$ cat config.mk
export PLATFORM = sky130hd
export DESIGN_NAME = uart_rx_axis
export DESIGN_NICKNAME = d
export VERILOG_FILES = /design/src/rtl/uart_rx_axis.sv
export SDC_FILE = /design/constraint.sdc
export NUM_CORES = 1
export LEC_CHECK = 0
export BUFFER_PORTS_ARGS = -buffer_cell sky130_fd_sc_hd__buf_2
export CAP_MARGIN = 20
export CORE_MARGIN = 5
export CORE_UTILIZATION = 40
export CTS_CLUSTER_DIAMETER = 60
export DETAILED_ROUTE_END_ITERATION = 6
export GPL_ROUTABILITY_DRIVEN = 0
export PLACE_DENSITY = 0.62
export REMOVE_ABC_BUFFERS = 1
export SYNTH_ARGS = -nofsm -noshare
export SYNTH_HDL_FRONTEND = slang
export SYNTH_SLANG_ARGS = --single-unit
$ cat constraint.sdc
create_clock -name aclk -period 5.1 [get_ports aclk]
set_clock_uncertainty 0.2 [all_clocks]
set_input_delay 1.02 -clock aclk [delete_from_list [all_inputs] [get_ports aclk]]
set_output_delay 1.02 -clock aclk [all_outputs]
set_load 0.05 [all_outputs]
$ cat src/rtl/uart_rx_axis.sv
// uart_rx_axis: 16x-oversampled 8N1 UART receiver
// feeding an AXI4-Stream master through a FWFT byte FIFO.
module uart_rx_axis #(
    parameter int FIFO_DEPTH_LOG2 = 4,
    parameter int SYNC_STAGES     = 2
) (
    input  logic                     aclk,
    input  logic                     aresetn,
    input  logic                     en_16x_baud,
    input  logic                     RX,
    output logic [7:0]               m_axis_tdata,
    output logic                     m_axis_tvalid,
    input  logic                     m_axis_tready,
    output logic                     framing_err,
    output logic                     overrun,
    output logic [FIFO_DEPTH_LOG2:0] fifo_count
);

    localparam int DEPTH = 1 << FIFO_DEPTH_LOG2;
    localparam logic [FIFO_DEPTH_LOG2:0] CNT_FULL =
        (FIFO_DEPTH_LOG2+1)'(DEPTH);
    localparam logic [FIFO_DEPTH_LOG2:0] CNT_ONE =
        (FIFO_DEPTH_LOG2+1)'(1);
    localparam logic [FIFO_DEPTH_LOG2-1:0] PTR_ONE =
        FIFO_DEPTH_LOG2'(1);

    typedef enum logic [2:0] {
        IDLE,
        START,
        DATA,
        STOP,
        BRK
    } state_t;

    logic [1:0]                   rst_pipe;
    logic                         rst_n;
    logic [SYNC_STAGES-1:0]       sync_q;
    logic                         rxs;
    state_t                       state_q, state_d;
    logic [3:0]                   cnt_q, cnt_d;
    logic [2:0]                   idx_q, idx_d;
    logic [7:0]                   sh_q, sh_d;
    logic                         push_req;
    logic                         ferr_d;
    logic [7:0]                   mem [DEPTH];
    logic [FIFO_DEPTH_LOG2-1:0]   wr_ptr, rd_ptr, rd_d;
    logic [FIFO_DEPTH_LOG2:0]     count_d;
    logic                         pop, full, wr_en, ovr_d;

    // Reset: asserts immediately, releases on a clock edge
    always_ff @(posedge aclk or negedge aresetn) begin
        if (!aresetn) rst_pipe <= '0;
        else          rst_pipe <= {rst_pipe[0], 1'b1};
    end

    assign rst_n = rst_pipe[1];

    // Metastability chain on the asynchronous line, idle high
    always_ff @(posedge aclk or negedge rst_n) begin
        if (!rst_n) sync_q <= '1;
        else        sync_q <= {sync_q[SYNC_STAGES-2:0], RX};
    end

    assign rxs = sync_q[SYNC_STAGES-1];

    // Receiver state and bit-timing registers
    always_ff @(posedge aclk or negedge rst_n) begin
        if (!rst_n) begin
            state_q <= IDLE;
            cnt_q   <= '0;
            idx_q   <= '0;
            sh_q    <= '0;
        end else begin
            state_q <= state_d;
            cnt_q   <= cnt_d;
            idx_q   <= idx_d;
            sh_q    <= sh_d;
        end
    end

    // Frame decoding; every step advances only on a baud tick
    always_comb begin
        state_d  = state_q;
        cnt_d    = cnt_q;
        idx_d    = idx_q;
        sh_d     = sh_q;
        push_req = 1'b0;
        ferr_d   = 1'b0;
        if (en_16x_baud) begin
            unique case (state_q)
                IDLE: begin
                    if (!rxs) begin
                        state_d = START;
                        cnt_d   = '0;
                    end
                end
                START: begin
                    if (cnt_q == 4'd7) begin
                        if (!rxs) begin
                            state_d = DATA;
                            cnt_d   = '0;
                            idx_d   = '0;
                        end else begin
                            state_d = IDLE;
                        end
                    end else begin
                        cnt_d = cnt_q + 4'd1;
                    end
                end
                DATA: begin
                    cnt_d = cnt_q + 4'd1;
                    if (cnt_q == 4'd15) begin
                        sh_d  = {rxs, sh_q[7:1]};
                        idx_d = idx_q + 3'd1;
                        if (idx_q == 3'd7) begin
                            state_d = STOP;
                            cnt_d   = '0;
                        end
                    end
                end
                STOP: begin
                    cnt_d = cnt_q + 4'd1;
                    if (cnt_q == 4'd15) begin
                        if (rxs) begin
                            push_req = 1'b1;
                            state_d  = IDLE;
                        end else begin
                            ferr_d  = 1'b1;
                            state_d = BRK;
                        end
                    end
                end
                BRK: begin
                    if (rxs) state_d = IDLE;
                end
                default: state_d = IDLE;
            endcase
        end
    end

    assign m_axis_tvalid = (fifo_count != '0);
    assign pop   = m_axis_tvalid && m_axis_tready;
    assign full  = (fifo_count == CNT_FULL);
    assign wr_en = push_req && (!full || pop);
    assign ovr_d = push_req && full && !pop;
    assign rd_d  = pop ? rd_ptr + PTR_ONE : rd_ptr;

    // Next occupancy from the push/pop pair
    always_comb begin
        count_d = fifo_count;
        if (wr_en && !pop)      count_d = fifo_count + CNT_ONE;
        else if (!wr_en && pop) count_d = fifo_count - CNT_ONE;
    end

    // FIFO storage; contents need no reset
    always_ff @(posedge aclk) begin
        if (wr_en) mem[wr_ptr] <= sh_q;
    end

    // Pointers, occupancy, registered head and error pulses
    always_ff @(posedge aclk or negedge rst_n) begin
        if (!rst_n) begin
            wr_ptr       <= '0;
            rd_ptr       <= '0;
            fifo_count   <= '0;
            m_axis_tdata <= '0;
            framing_err  <= 1'b0;
            overrun      <= 1'b0;
        end else begin
            if (wr_en) wr_ptr <= wr_ptr + PTR_ONE;
            rd_ptr      <= rd_d;
            fifo_count  <= count_d;
            framing_err <= ferr_d;
            overrun     <= ovr_d;
            if (count_d != '0) begin
                if (fifo_count == (pop ? CNT_ONE : '0))
                    m_axis_tdata <= sh_q;
                else
                    m_axis_tdata <= mem[rd_d];
            end
        end
    end

endmodule

==> results of run 1 <==
[metal layers]
layer	share of wire, %	vias up	track usage [%]
met5	0	-	0
met2	49	185	26.54
met3	5.9	18	3.221
li1	-	2390	-
met4	1.4	0	5.767
met1	44	2605	23.87
[through the flow]
step | util (%) | setup TNS (ns)
2_1_floorplan | - | -3.513
3_3_place_gp | 42.71 | 0
3_5_place_dp | 42.71 | 0
4_1_cts | 45.76 | 0
5_1_grt | 45.76 | 0
6_report | 45.76 | 0
[flip-flops by register name, summed over array words and instances (netlist names)]
name and cells:
wr_ptr 4, framing_err 1, sync_q 2, mem 128, rst_pipe 2, fifo_count 5
cnt_q 4, m_axis_tdata 8, sh_q 8, idx_q 3, overrun 1, rd_ptr 4
state_q 3
[synthesized netlist by cell type (all sizes together) (11+ instances only)]
| master | count |
|---|---|
| clkbuf | 31 |
| nor3 | 18 |
| a41oi | 14 |
| nor2 | 21 |
| dfrtp | 43 |
| mux2 | 15 |
| nand3 | 120 |
| o21ai | 73 |
| buf | 12 |
| ha | 11 |
| nand2b | 12 |
| edfxtp | 128 |
| nand2 | 28 |
[power by group through the flow]
stage               logic, mW  registers, mW  clock network (mW)
floorplan                1.09           1.98                   0
global placement         1.66           1.84                   0
detailed placement       1.71           1.85                   0
CTS                      1.72           1.83                1.28
global route             1.87           1.85                1.35
finish                   1.72           1.83                1.27
[cell type report]
class                      count  share of cell area [%]
sequential                   173                   57.53
multi-input combinational    400                   29.54
clock buffer                  19                   5.008
tap                          260                   3.763
timing repair buffer          30                   2.026
clock inverter                13                   1.650
inverter                      11                  0.4776
[worst paths after layout]
| check | to | slack, ns |
|---|---|---|
| worst max-delay path | m_axis_tdata[2] | 1.24 |
| worst min-delay path | rst_pipe[1] | 0.15 |
| worst max register to register | m_axis_tdata[2] | 1.24 |
| worst min register to register | rst_pipe[1] | 0.15 |
| max in group asynchronous | rd_ptr[2] | 3.87 |
| min in group asynchronous | rst_pipe[1] | 0.17 |
[kinds of logic after synthesis]
| group | count (synthesis) |
|---|---|
| and+or+nand+nor | 238 |
| adders and majority gates | 11 |
| other | 1 |
| buffers and inverters | 54 |
| muxes | 23 |
| AOI/OAI and AO/OA | 119 |
| DFF | 173 |
| xor gates and xnor gates | 8 |
==> impl_metrics.py, run 1 <==
metrics = {
    "critical_path": {
        "setup.worst_path.class": "flip-flop to flip-flop",
        "cp-startpoint": "fifo_count[0]",
        "cp_num_buf_inv": 3,
        "setup.worst_path.start_class": "flip-flop",
        "ff2ff_path_depth": 11,
        "setup.worst_path.end_class": "flip-flop",
        "worst-path-stages": 11,
        "max_stage_delay_ns": 0.76,
        "crit_fanout": 15,
        "path_cells": "inv_1, ha_1, nor4b_4, buf_4, inv_1, nand2_1, o21ai_0, o221a_2, nor3_1, or4b_1, mux2_4",
        "required_ns": 5.21,
        "timing.rr.start": "fifo_count[0]",
        "crit_slowest_cell": "or4b_1",
        "crit_top_cell": "inv_1",
        "crit_family": "simple AND/OR/NAND/NOR gates",
        "arrival_ns": 3.97,
    },
    "cts": {
        "clock_path_buffers": 2,
        "cts_tree": "done",
        "postCtsResizedCells": 0,
        "cts_hold_buf": 0,
        "postCtsSetupRepairBufs": 0,
        "numCtsBuffers": 17,
        "h-tree-depth": 4,
        "clock_sinks": 173,
        "clkTransAtPathRegs_ns": 0.07,
        "cts.root.buffer_cell": "clkbuf_16",
        "clock_latency_ns": 0.43,
    },
    "detailed_routing": {
        "routed_wl_um": 18110,
        "vias_per_cell": 5.737,
        "ant_nets": 0,
        "vias": 5198,
        "drt_iter0_drc": 527,
        "drc": 0,
        "dr.pass1.iters": 5,
        "avgRoutedWirePerCell_um": 19.99,
    },
    "floorplan": {
        "io_pins": 21,
        "start_util_pct": 40.96,
        "dieArea_mm2": 0.02223,
        "rows": 50,
        "core_mm2": 0.01889,
        "fp.dieW_um": 149.1,
        "chipHeight_um": 149.1,
    },
    "sta": {
        "hold_viol": 0,
        "setup_viol": 0,
        "min_period_ns": 3.856,
        "hold_ws_ns": 0.1456,
        "fmax_ghz": 0.2593,
        "worstMarginPinSlew_ns": 0.9619,
        "slew_headroom_pct": 35.87,
        "finalCritPeriodShare_pct": 75.61,
        "fin_ws_ns": 1.244,
        "maxSlewViolCount": 0,
        "rsz0062_at_grt": "false",
    },
    "global_routing": {
        "gr-total-overflow": 0,
        "track_usage_pct": 16.96,
        "grt_pass1_vias": 5024,
        "antenna_found_initial": 0,
        "grt_max_degree": 57,
        "grt_first_pass_wirelength_um": 29040,
    },
    "logic_synthesis": {
        "synth_edf_count": 128,
        "ys_ff_latch": 173,
        "netlist_instances": 627,
        "synthMuxAreaShare_pct": 3.929,
        "synth_adder_area_share_pct": 1.778,
        "ys_seq_area_share_pct": 64.25,
        "synth_compound_area_share_pct": 9.814,
        "synthArstFlopShare_pct": 26.01,
        "synth_top_area_cell": "edfxtp_1",
        "yosys.area.top_type_share_pct": 49.67,
        "ys_types": 60,
        "yosys-top-cells-area": "edfxtp_1 50%, dfrtp_1 14%, nand3_1 7.8%",
        "synth_top_family_by_area": "simple AND/OR/NAND/NOR gates",
        "yosysWarnings": 0,
        "syn_area_mm2": 0.007739,
        "yosys.area_share.simple_pct": 16.25,
        "avgSynthCellArea_um2": 12.34,
        "synthFlopType": "edfxtp_1",
        "synth-xor-area-share_pct": 0.9054,
    },
    "power_and_ir_drop": {
        "p_switching_mw": 1.801,
        "p_sw_share_pct": 37.37,
        "p_leak_nw": 3.146,
        "comb_power_share_pct": 35.8,
        "power.internal_mw": 3.018,
        "powerDensity_mw_per_mm2": 557.5,
        "clkPwrFrac_pct": 26.3,
        "worst_ir_drop_vdd_v": 0.0002469,
        "p_total_mw": 4.819,
        "p_seq_share_pct": 38.0,
    },
    "min_path": {
        "hold_depth": 0,
        "holdCritStartpoint": "rst_pipe[0]",
        "hp-class": "flip-flop to flip-flop",
    },
    "final_layout": {
        "regArea_mm2": 0.004974,
        "nFillCells": 1705,
        "diodes": 0,
        "final_common_cell": "edfxtp_1",
        "drive_above_1_share_pct": 14.55,
        "final_nets": 649,
        "final_area_mm2": 0.008645,
        "multi_input_area_mm2": 0.002554,
        "layout_common_cells": "128 x edfxtp_1, 120 x nand3_1, 72 x o21ai_0, 42 x dfrtp_1, 27 x nand2_1",
        "final_cells": 906,
        "syn_to_final_growth_pct": 11.71,
    },
    "run_status": {
        "status": "complete, no violations",
    },
    "placed_design": {
        "preCtsSetupSlack_ns": 1.221,
        "placed_cells": 874,
        "portBuffers": 20,
        "dpl.hpwl_um": 11770,
        "place_area_mm2": 0.008069,
    },
    "run": {
        "cap_violations": 0,
    },
}
Note: power is estimated with default switching activity, not from simulation.
==> run 2: changes to the inputs <==
- clock period: 5.1 -> 3.6 ns (I/O delays scaled with it)
==> run 2 against run 1 <==
  * Flip-flop and latch count is the same
  * Clock power grew 43%
  * Die area is the same
==> impl_metrics.py, run 2 (synthesis gave the netlist of run 1 again) <==
metrics = {
    "placed_design": {
        "dpl.hpwl_um": 11380,
        "placed_cells": 879,
        "place_area_mm2": 0.008132,
        "portBuffers": 20,
        "preCtsSetupSlack_ns": -0.1228,
    },
    "floorplan": {
        "chipHeight_um": 149.1,
        "dieArea_mm2": 0.02223,
        "io_pins": 21,
        "rows": 50,
        "fp.dieW_um": 149.1,
        "core_mm2": 0.01889,
        "start_util_pct": 40.96,
    },
    "critical_path": {
        "setup.worst_path.class": "flip-flop to flip-flop",
        "crit_family": "simple AND/OR/NAND/NOR gates",
        "max_stage_delay_ns": 0.45,
        "required_ns": 3.72,
        "crit_top_cell": "buf_4",
        "path_cells": "inv_1, ha_1, nor4b_4, buf_4, buf_4, or3_1, a22oi_1, buf_4, nand3_1, a41oi_1, nor3_1, mux2_4",
        "crit_fanout": 14,
        "cp_num_buf_inv": 4,
        "setup.worst_path.start_class": "flip-flop",
        "crit_slowest_cell": "dfrtp_1",
        "rrSetupSlack_ns": 0.21,
        "setup.worst_path.end_class": "flip-flop",
        "arrival_ns": 3.50,
    },
    "sta": {
        "tns_ns": 0,
        "fin_ws_ns": 0.2135,
        "rsz0062_at_grt": "false",
        "hold_ws_ns": 0.05977,
        "worstMarginPinSlew_ns": 0.8889,
        "hold_viol": 0,
        "setup_viol": 0,
        "finalCritPeriodShare_pct": 94.07,
        "maxSlewViolCount": 0,
        "slew_headroom_pct": 40.73,
        "fmax_ghz": 0.2953,
        "min_period_ns": 3.386,
    },
    "min_path": {
        "hp-class": "flip-flop to asynchronous set/reset pin",
    },
    "final_layout": {
        "top_regs": "mem: 128 flops, m_axis_tdata: 8 flops, sh_q: 8 flops",
        "syn_to_final_growth_pct": 13.73,
        "final_cells": 918,
        "multi_input_area_mm2": 0.002570,
        "nFillCells": 1703,
        "diodes": 0,
        "final_common_cell": "edfxtp_1",
        "final_area_mm2": 0.008801,
        "finish.utilization_pct": 46.58,
        "regMostFlops": "mem",
        "layout_common_cells": "128 x edfxtp_1, 120 x nand3_1, 72 x o21ai_0, 42 x dfrtp_1, 26 x nand2_1",
        "regArea_mm2": 0.004974,
        "final_nets": 661,
        "largest_register_ffs": 128,
        "drive_above_1_share_pct": 15.81,
    },
    "cts": {
        "h-tree-depth": 4,
        "numCtsBuffers": 17,
        "cts_tree": "done",
        "clkTransAtPathRegs_ns": 0.07,
        "cts.root.buffer_cell": "clkbuf_16",
        "clock_sinks": 173,
        "clock_latency_ns": 0.43,
        "clock_path_buffers": 2,
    },
    "run": {
        "cap_violations": 0,
    },
    "detailed_routing": {
        "routed_wl_um": 18170,
        "vias": 5227,
        "drt_iter0_drc": 496,
        "dr.pass1.iters": 5,
        "ant_nets": 0,
        "vias_per_cell": 5.694,
        "avgRoutedWirePerCell_um": 19.79,
        "drc": 0,
    },
    "power_and_ir_drop": {
        "p_leak_nw": 3.225,
        "powerDensity_mw_per_mm2": 786.9,
        "p_total_mw": 6.926,
        "worst_ir_drop_vdd_v": 0.0003755,
    },
    "global_routing": {
        "grt_max_degree": 57,
        "antenna_found_initial": 0,
        "gr-total-overflow": 0,
        "grt_first_pass_wirelength_um": 28460,
        "track_usage_pct": 16.59,
        "grt_pass1_vias": 4997,
    },
    "run_status": {
        "status": "complete, no violations",
    },
}
-- run 2: cell count changes in the layout (fill, tap and decap cells not counted), moves of 2 or more --
cell / before / now
buf_4: 10 / 16
buf_12: 0 / 3
clkbuf_16: 17 / 19
clkinv_2: 3 / 1
dlygate4sd3_1: 0 / 2
-- run 2: final timing paths --
check / start / end / cells past startpoint
worst max-delay path: fifo_count[0] / m_axis_tdata[0] / 12
worst min-delay path: rst_pipe[1] / m_axis_tdata[2] / 1
worst max register to register: fifo_count[0] / m_axis_tdata[0] / 12
worst min register to register: rst_pipe[1] / m_axis_tdata[2] / 1
max in group asynchronous: rst_pipe[1] / sh_q[4] / 1
min in group aclk: rst_pipe[0] / rst_pipe[1] / 0
-- run 2: metal layers --
layer,vias to the layer above,global-route usage (%),wire (um)
met3,18,3.829,1027
li1,2424,-,-
met2,157,26.66,9084
met4,0,5.309,261
met5,-,0,0
met1,2628,22.44,7791
-- run 2: timing repair --
item / 4_1_cts / 5_1_grt
endpoints found under the hold margin: 2 / 5
setup buffers: 0 / 3
endpoints found under the setup margin: 0 / 8
hold buffers: 1 / 1
resized for setup: 0 / 2
-- run 2: worst reg2reg max path: stages (launching register included) --
cell	delay [ns]
dfrtp_1	0.45
inv_1	0.14
ha_1	0.26
nor4b_4	0.14
buf_4	0.17
buf_4	0.17
or3_1	0.38
a22oi_1	0.21
buf_4	0.26
nand3_1	0.17
a41oi_1	0.36
nor3_1	0.10
mux2_4	0.26
-- run 2: final cells by class --
cell class                 instances  share of cell area [%]
timing repair buffer              41                   3.412
multi-input combinational        401                   29.20
tap                              260                   3.696
inverter                          11                  0.4691
clock inverter                    10                   1.180
clock buffer                      22                   5.530
sequential                       173                   56.51
-- run 2: power by group --
| group | switching [mW] | total [mW] | internal (mW) | leakage (nW) |
|---|---|---|---|---|
| Sequential | 0.249 | 2.57 | 2.32 | 1.65 |
| Combinational | 1.56 | 2.54 | 0.982 | 1.29 |
| Clock | 0.770 | 1.81 | 1.04 | 0.280 |
| Total | 2.57 | 6.93 | 4.35 | 3.22 |
